**config.mk**
```make
export PLATFORM = sky130hd
export DESIGN_NAME = bomb_fuse
export DESIGN_NICKNAME = d
export VERILOG_FILES = /design/src/rtl/bomberman_pkg.sv /design/src/rtl/flame_clamp.sv /design/src/rtl/bomb_fuse.sv
export SDC_FILE = /design/constraint.sdc
export NUM_CORES = 1
export LEC_CHECK = 0
export CAP_MARGIN = 20
export CORE_MARGIN = 2
export CORE_UTILIZATION = 54
export CTS_BUF_LIST = sky130_fd_sc_hd__clkbuf_8
export CTS_CLUSTER_SIZE = 10
export DETAILED_ROUTE_END_ITERATION = 8
export PLACE_DENSITY = 0.85
export SKIP_CTS_REPAIR_TIMING = 1
export SLEW_MARGIN = 25
export SYNTH_ARGS = -nofsm -noshare
export SYNTH_HDL_FRONTEND = slang
export SYNTH_SLANG_ARGS = --single-unit
export TNS_END_PERCENT = 30
```
**constraint.sdc**
```tcl
create_clock -name frame_clk -period 3.11 [get_ports frame_clk]
set_input_delay 0.622 -clock frame_clk [delete_from_list [all_inputs] [get_ports frame_clk]]
set_output_delay 0.622 -clock frame_clk [all_outputs]
set_load 0.1 [all_outputs]
```
**src/rtl/bomberman_pkg.sv**
```systemverilog
// Shared types and screen constants for the bomb placement / fuse / flame blocks.
package bomberman_pkg;

  localparam int unsigned POS_W        = 10;
  localparam int unsigned CNT_W        = 8;
  localparam int unsigned SCREEN_X_MAX = 639;
  localparam int unsigned SCREEN_Y_MAX = 479;

  typedef logic [CNT_W-1:0] frame_cnt_t;
  typedef logic [POS_W-1:0] pos_t;

  typedef enum logic [1:0] {
    IDLE  = 2'd0,
    ARMED = 2'd1,
    BLAST = 2'd2,
    FLAME = 2'd3
  } fuse_state_t;

  // One axis of the flame cross: low and high pixel edges.
  typedef struct packed {
    pos_t lo;
    pos_t hi;
  } span_t;

endpackage

```
**src/rtl/flame_clamp.sv**
```systemverilog
// Combinational flame extent for one axis: centre +/- range, clamped to [0, limit].
module flame_clamp
  import bomberman_pkg::*;
(
  input  pos_t  centre,
  input  pos_t  range,
  input  pos_t  limit,
  output span_t span_c
);

  logic [POS_W:0] sum;
  logic [POS_W:0] diff;
  logic [POS_W:0] limit_w;

  always_comb begin
    limit_w = {1'b0, limit};
    sum     = {1'b0, centre} + {1'b0, range};
    diff    = {1'b0, centre} - {1'b0, range};
    // A parked (off-screen) centre saturates both edges to the limit.
    if (centre < range)       span_c.lo = '0;
    else if (diff > limit_w)  span_c.lo = limit;
    else                      span_c.lo = diff[POS_W-1:0];
    span_c.hi = (sum > limit_w) ? limit : sum[POS_W-1:0];
  end

endmodule

```
**src/rtl/bomb_fuse.sv**
```systemverilog
// Bomb fuse timer: arm on placement, count the fuse, request retirement, then drive the flame cross.
// Optional CHAIN_TRIGGER_EN adds chain_hit, which detonates an armed bomb early.
module bomb_fuse
  import bomberman_pkg::*;
#(
  parameter int unsigned FUSE_FRAMES   = 120,
  parameter int unsigned FLAME_FRAMES  = 30,
  parameter int unsigned FLAME_RANGE   = 32,
  parameter int unsigned X_MAX         = SCREEN_X_MAX,
  parameter int unsigned Y_MAX         = SCREEN_Y_MAX,
  parameter int unsigned BLAST_TIMEOUT = 4
) (
  input  logic             frame_clk,
  input  logic             Reset,
  input  logic             bomb_check,
  input  logic [POS_W-1:0] bombX,
  input  logic [POS_W-1:0] bombY,
`ifdef CHAIN_TRIGGER_EN
  input  logic             chain_hit,
`endif
  output logic             explode,
  output logic             fuse_warn,
  output logic             flame_active,
  output logic [POS_W-1:0] flameXL,
  output logic [POS_W-1:0] flameXR,
  output logic [POS_W-1:0] flameYT,
  output logic [POS_W-1:0] flameYB
);

  localparam frame_cnt_t FUSE_LOAD  = frame_cnt_t'(FUSE_FRAMES - 1);
  localparam frame_cnt_t FLAME_LOAD = frame_cnt_t'(FLAME_FRAMES - 1);
  localparam frame_cnt_t BLAST_LOAD = frame_cnt_t'(BLAST_TIMEOUT - 1);
  localparam frame_cnt_t WARN_LIMIT = frame_cnt_t'(FUSE_FRAMES / 4);
  localparam frame_cnt_t CNT_ONE    = frame_cnt_t'(1);

  fuse_state_t state_q, state_d;
  frame_cnt_t  cnt_q, cnt_d;
  pos_t        pos_x_q, pos_x_d;
  pos_t        pos_y_q, pos_y_d;
  logic        warn_d;
  logic        chain_go_c;
  span_t       x_span_c, y_span_c;

`ifdef CHAIN_TRIGGER_EN
  assign chain_go_c = chain_hit;
`else
  assign chain_go_c = 1'b0;
`endif

  flame_clamp u_clamp_x (
    .centre (pos_x_q),
    .range  (pos_t'(FLAME_RANGE)),
    .limit  (pos_t'(X_MAX)),
    .span_c (x_span_c)
  );

  flame_clamp u_clamp_y (
    .centre (pos_y_q),
    .range  (pos_t'(FLAME_RANGE)),
    .limit  (pos_t'(Y_MAX)),
    .span_c (y_span_c)
  );

  // Next-state, counter and latched-position logic.
  always_comb begin
    state_d = state_q;
    cnt_d   = cnt_q;
    pos_x_d = pos_x_q;
    pos_y_d = pos_y_q;
    unique case (state_q)
      IDLE: if (bomb_check) begin
        pos_x_d = bombX;
        pos_y_d = bombY;
        cnt_d   = FUSE_LOAD;
        state_d = ARMED;
      end
      ARMED: begin
        if (!bomb_check) begin
          cnt_d   = '0;
          state_d = IDLE;
        end else if (cnt_q == '0 || chain_go_c) begin
          cnt_d   = BLAST_LOAD;
          state_d = BLAST;
        end else begin
          cnt_d = cnt_q - CNT_ONE;
        end
      end
      BLAST: begin
        if (!bomb_check || cnt_q == '0) begin
          cnt_d   = FLAME_LOAD;
          state_d = FLAME;
        end else begin
          cnt_d = cnt_q - CNT_ONE;
        end
      end
      FLAME: begin
        if (cnt_q == '0) state_d = IDLE;
        else             cnt_d   = cnt_q - CNT_ONE;
      end
      default: state_d = IDLE;
    endcase
    warn_d = (state_d == ARMED) && (cnt_d < WARN_LIMIT) && cnt_d[2];
  end

  // State register and registered outputs; flame edges captured on FLAME entry only.
  always_ff @(posedge frame_clk or negedge Reset) begin
    if (!Reset) begin
      state_q      <= IDLE;
      cnt_q        <= '0;
      pos_x_q      <= '0;
      pos_y_q      <= '0;
      explode      <= 1'b0;
      fuse_warn    <= 1'b0;
      flame_active <= 1'b0;
      flameXL      <= '0;
      flameXR      <= '0;
      flameYT      <= '0;
      flameYB      <= '0;
    end else begin
      state_q      <= state_d;
      cnt_q        <= cnt_d;
      pos_x_q      <= pos_x_d;
      pos_y_q      <= pos_y_d;
      explode      <= (state_q == BLAST);
      fuse_warn    <= warn_d;
      flame_active <= (state_d == FLAME);
      if (state_q == BLAST && state_d == FLAME) begin
        flameXL <= x_span_c.lo;
        flameXR <= x_span_c.hi;
        flameYT <= y_span_c.lo;
        flameYB <= y_span_c.hi;
      end
    end
  end

endmodule

```
# Yosys cells after proc, flatten, opt, wreduce, memory -nomap -nowiden
# Cells that the tools add are included.
# op_classes
addsub,5
magnitude_cmp,7
eq_ne,5
muxes,18
n_reduce_logical,8
# op_table
operator,count
10-bit two-way mux,6
8-bit two-way mux,5
8-bit one-hot mux with 4 select lines,1
"10-bit by 6-bit adder with 11-bit output, second input constant",2
"11-bit by 10-bit greater-than comparator with 1-bit output, second input constant",2
"11-bit by 9-bit greater-than comparator with 1-bit output, second input constant",2
"10-bit by 6-bit subtractor with 11-bit output, second input constant",2
"10-bit by 6-bit less-than comparator with 1-bit output, second input constant",2
2-bit two-way mux,5
8-bit logical NOT,1
"8-bit by 5-bit less-than comparator with 1-bit output, second input constant",1
2-bit one-hot mux with 4 select lines,1
"8-bit by 1-bit subtractor with 8-bit output, second input constant",1
"2-bit == test, second input constant",3
"2-bit by 1-bit == test with 1-bit output, second input constant",2
1-bit logical AND,3
2-bit logical NOT,1
2-bit AND reduction,1
1-bit logical NOT,1
1-bit logical OR,1
# word_totals
reg_bits,73
inputBits,23
out_inout_bits,43
elab_cells,54

# Logic depth before layout (Yosys ltp)
# depth
ltp_word,7
depth_mapped,10
ltp_nobuf,8

# Cells and area by module
# From an unflattened synthesis, not the netlist that was laid out.
# hier_totals
hier_cells,682
area_unflattened_um2,6648.9
# modules_own_cells
module,n_inst,cells_per_inst,area_per_inst_um2,seq_area_each_um2
bomb_fuse,1,221,3076.7,1826.8
flame_clamp at u_clamp_y,1,228,1819.2,0.0
flame_clamp at u_clamp_x,1,233,1752.9,0.0

# Worst setup path after synthesis
# No wires, ideal clock.
# synth_path
path_kind,register -> register
startpoint,reg pos_x_q[5]
endpoint,reg flameXL[2]
setup_ns,0.126
arrival_time_ns,2.210
required_ns,2.984
path_slack_ns,0.774
stages_incl_launch_ff,9
path_buffers,0
synth_period_minus_slack_ns,2.336
path_cell_list,dfrtp_1 inv_1 ha_1 or3b_1 xor2_1 o32ai_1 a31oi_1 and2_1 a221o_1
# synth_between
elab_chain_len,4
word_cells_on_any_way,5
classes_between,1 x add/sub; 2 x order compare; 2 x mux
# synth_lines
element,line_no,rtl
from (decl),bomb_fuse.sv:38,"pos_t pos_x_q, pos_x_d;"
from (signal assigned),bomb_fuse.sv:122,pos_x_q <= pos_x_d;
10-bit by 6-bit subtractor with 11-bit output,flame_clamp.sv:18,"diff = {1'b0, centre} - {1'b0, range};"
11-bit by 10-bit greater-than comparator with 1-bit output,flame_clamp.sv:21,else if (diff > limit_w) span_c.lo = limit;
10-bit two-way mux,flame_clamp.sv:21,
10-bit two-way mux (*),flame_clamp.sv:20,if (centre < range) span_c.lo = '0;
to (signal assigned),bomb_fuse.sv:128,flameXL <= x_span_c.lo;
to (decl),bomb_fuse.sv:24,"output logic [POS_W-1:0] flameXL,"
# Every way passes the cells marked *; elsewhere a longest branch is shown, timed or not.
# A chain may end at the register's enable or synchronous reset.

# Worst setup path in the final report
# layout_path
startpoint,reg pos_x_q[5]
endpoint,reg flameXL[3]
# The elaborated chain is that of the path after synthesis.

==> results_dict.tcl <==
set metrics [dict create \
    status "finished, final reports clean" \
    insertedDiodeCount 0 \
    gp_congestion 0.9458 \
    min_period_ps 2600 \
    fin_tns_setup_ps 0 \
    synth_edf_count 0 \
    yosysTopAreaCell "dfrtp_1" \
    die-width_um 86.16 \
    clock_sinks 73 \
    die_h_um 86.16 \
    drive_gt1_frac 0.2374 \
    ys_seq_area_frac 0.5012 \
    ys_ff_latch 73 \
    clockBufferDepth 2 \
    worstMarginPinSlew_ps 514.4 \
    vias_per_cell 5.976 \
    multi_input_area_um2 1700 \
    synthTopCellsByArea "dfrtp_1, mux2_2, ha_1" \
    fin_skew_ps 9.637 \
    cts_tree "built" \
    syn_avg_cell_area_um2 10.50 \
    antenna_found_initial 0 \
    fill_cells 479 \
    dieArea_um2 7423 \
    async_reset_ff_frac 1.000 \
    overflow 0 \
    final-setup-viol-count 0 \
    grt_max_degree 74 \
    drc 0 \
    crit_fanout 8 \
    cp_num_buf_inv 1 \
    track_usage 0.2442 \
    critPathSlowestCell "dfrtp_1" \
    hold_viol 0 \
    synth_nets 382 \
    crit_required_ps 3330 \
    synth.distinct_cells 61 \
    grt_pass1_vias 2923 \
    start_kind "flip-flop" \
    yosysWarnings 0 \
    arrival_ps 2820 \
    ff_latch_area_um2 1827 \
    cts_root_buffer "clkbuf_8" \
    grt_pass1_wl_mm 14.25 \
    finalWirelength_mm 8.478 \
    wl_per_cell_um 17.16 \
    synth_area_um2 3645 \
    cpPeakStageDelay_ps 460 \
    ys_top_cells_by_count "dfrtp_1, nand2_1, nor2_1" \
    path_class "flip-flop to flip-flop" \
    max_freq_ghz 0.3846 \
    synth_most_common_cell "dfrtp_1" \
    start_util 0.5675 \
    path_cells "inv_1 -> ha_1 -> or3b_1 -> xor2_1 -> o32ai_1 -> a31oi_1 -> and2_1 -> a221o_1" \
    detail-route-antenna-nets 0 \
    crit_family "compound AO/OA/AOI/OAI gates" \
    synthFlopType "dfrtp_1" \
    syn2layout_area_growth_pct 23.65 \
    vias 2952 \
    final_max_slew_viol_count 0 \
    period_share 0.8361 \
    path_clk_slew_ps 80 \
    syn_inst 347 \
    fin_nets 449 \
    insertion_delay_ps 340 \
    hp-class "primary input to async pin" \
    io_buffers 65 \
    first_pass_iters 4 \
    relSlewSlack 0.6570 \
    fp-row-count 29 \
    cap_violations 0 \
    core_area_um2 6422 \
    ios 66 \
    cts_made_buffers 9 \
    dp_hpwl_mm 5.900 \
    htree_levels 3 \
    end_kind "flip-flop" \
    drt_iter0_markers 203 \
    rsz0062_at_grt "false" \
    synth_top_area_frac 0.5012 \
]
## layout by cell type, fill, tap and decap left out, types with 2 or more instances in the layout
master	instances
a211oi_2	2
a21o_1	2
a21oi_1	11
a221o_1	10
a31oi_1	7
and2_1	7
and3_1	4
buf_4	50
bufinv_16	2
clkbuf_8	11
clkdlybuf4s50_1	21
dfrtp_1	73
ha_1	12
inv_1	12
mux2_2	15
mux2i_1	2
nand2_1	37
nand2b_1	5
nand3_1	7
nand4_1	2
nor2_1	19
nor2_2	3
nor2b_1	3
nor3_1	5
o21ai_0	14
o21ai_1	11
o21ai_2	2
o21bai_1	2
o221ai_1	2
o22a_1	15
o31ai_1	5
or2_2	2
or3_1	3
xnor2_1	7
xor2_1	3
## per-layer routing
layer	wire, um	GRT usage	part of all wire
met1	3776	0.3497	0.45
met2	4121	0.3742	0.49
met3	470	0.04427	0.055
met4	110	0.08658	0.013
met5	0	0	0
## cell type report
type,instances,share of cell area
Clock buffer,11,0.03359
Clock inverter,3,0.01444
Inverter,13,0.01083
Multi-Input combinational cell,244,0.3773
Sequential cell,73,0.4053
Tap cell,77,0.02138
Timing Repair Buffer,73,0.1371
## through the flow
step | hold slack, ps | setup slack [ps] | instance area (um^2) | util | instances
after floorplan | 326.4 | 773.6 | 3645 | - | 347
after global placement | 473.4 | 576.5 | 4263 | 0.6637 | 479
after detailed placement | 474.1 | 521.6 | 4263 | 0.6637 | 479
after CTS | 493.2 | 516.0 | 4479 | 0.6974 | 493
after global routing | 233.6 | 319.5 | 4507 | 0.7017 | 494
final | 216.7 | 509.8 | 4507 | 0.7017 | 494
## logic make-up (layout without fill, tap and decap cells)
kind of cell	Yosys count	after routing	synth area share
AO/OA/AOI/OAI	99	99	0.2008
buffers and inverters	30	100	0.03295
AND/OR/NAND/NOR	106	106	0.1480
multiplexers	17	17	0.05184
adder cells (fa/ha/maj)	12	12	0.04119
flip-flops	73	73	0.5012
XOR/XNOR	10	10	0.02403
## sequential cells by signal, summed over array words and instances (netlist names), 2 cells and up
name     count
cnt_q        8
state_q      2
pos_y_q     10
flameXL     10
pos_x_q     10
flameYT     10
flameXR     10
flameYB     10
## path summary, 6_finish.rpt
path / end / cells after the start / from / slack [ps]
min in group frame_clk: flameYT[8]$_DFFE_PN0P_ / 1 / flameYT[8]$_DFFE_PN0P_ / 490
max in group asynchronous: pos_x_q[1]$_DFFE_PN0P_ / 3 / Reset / 2350
worst min-delay path: cnt_q[6]$_DFF_PN0_ / 2 / Reset / 220
worst max-delay path: flameXL[3]$_DFFE_PN0P_ / 8 / pos_x_q[5]$_DFFE_PN0P_ / 510
worst max register to register: flameXL[3]$_DFFE_PN0P_ / 8 / pos_x_q[5]$_DFFE_PN0P_ / 510
worst min register to register: flameYT[8]$_DFFE_PN0P_ / 1 / flameYT[8]$_DFFE_PN0P_ / 490
Power is left out: the tool's default activity adds up to more than one toggle a clock period on the data nets, which glitch-free logic cannot reach.
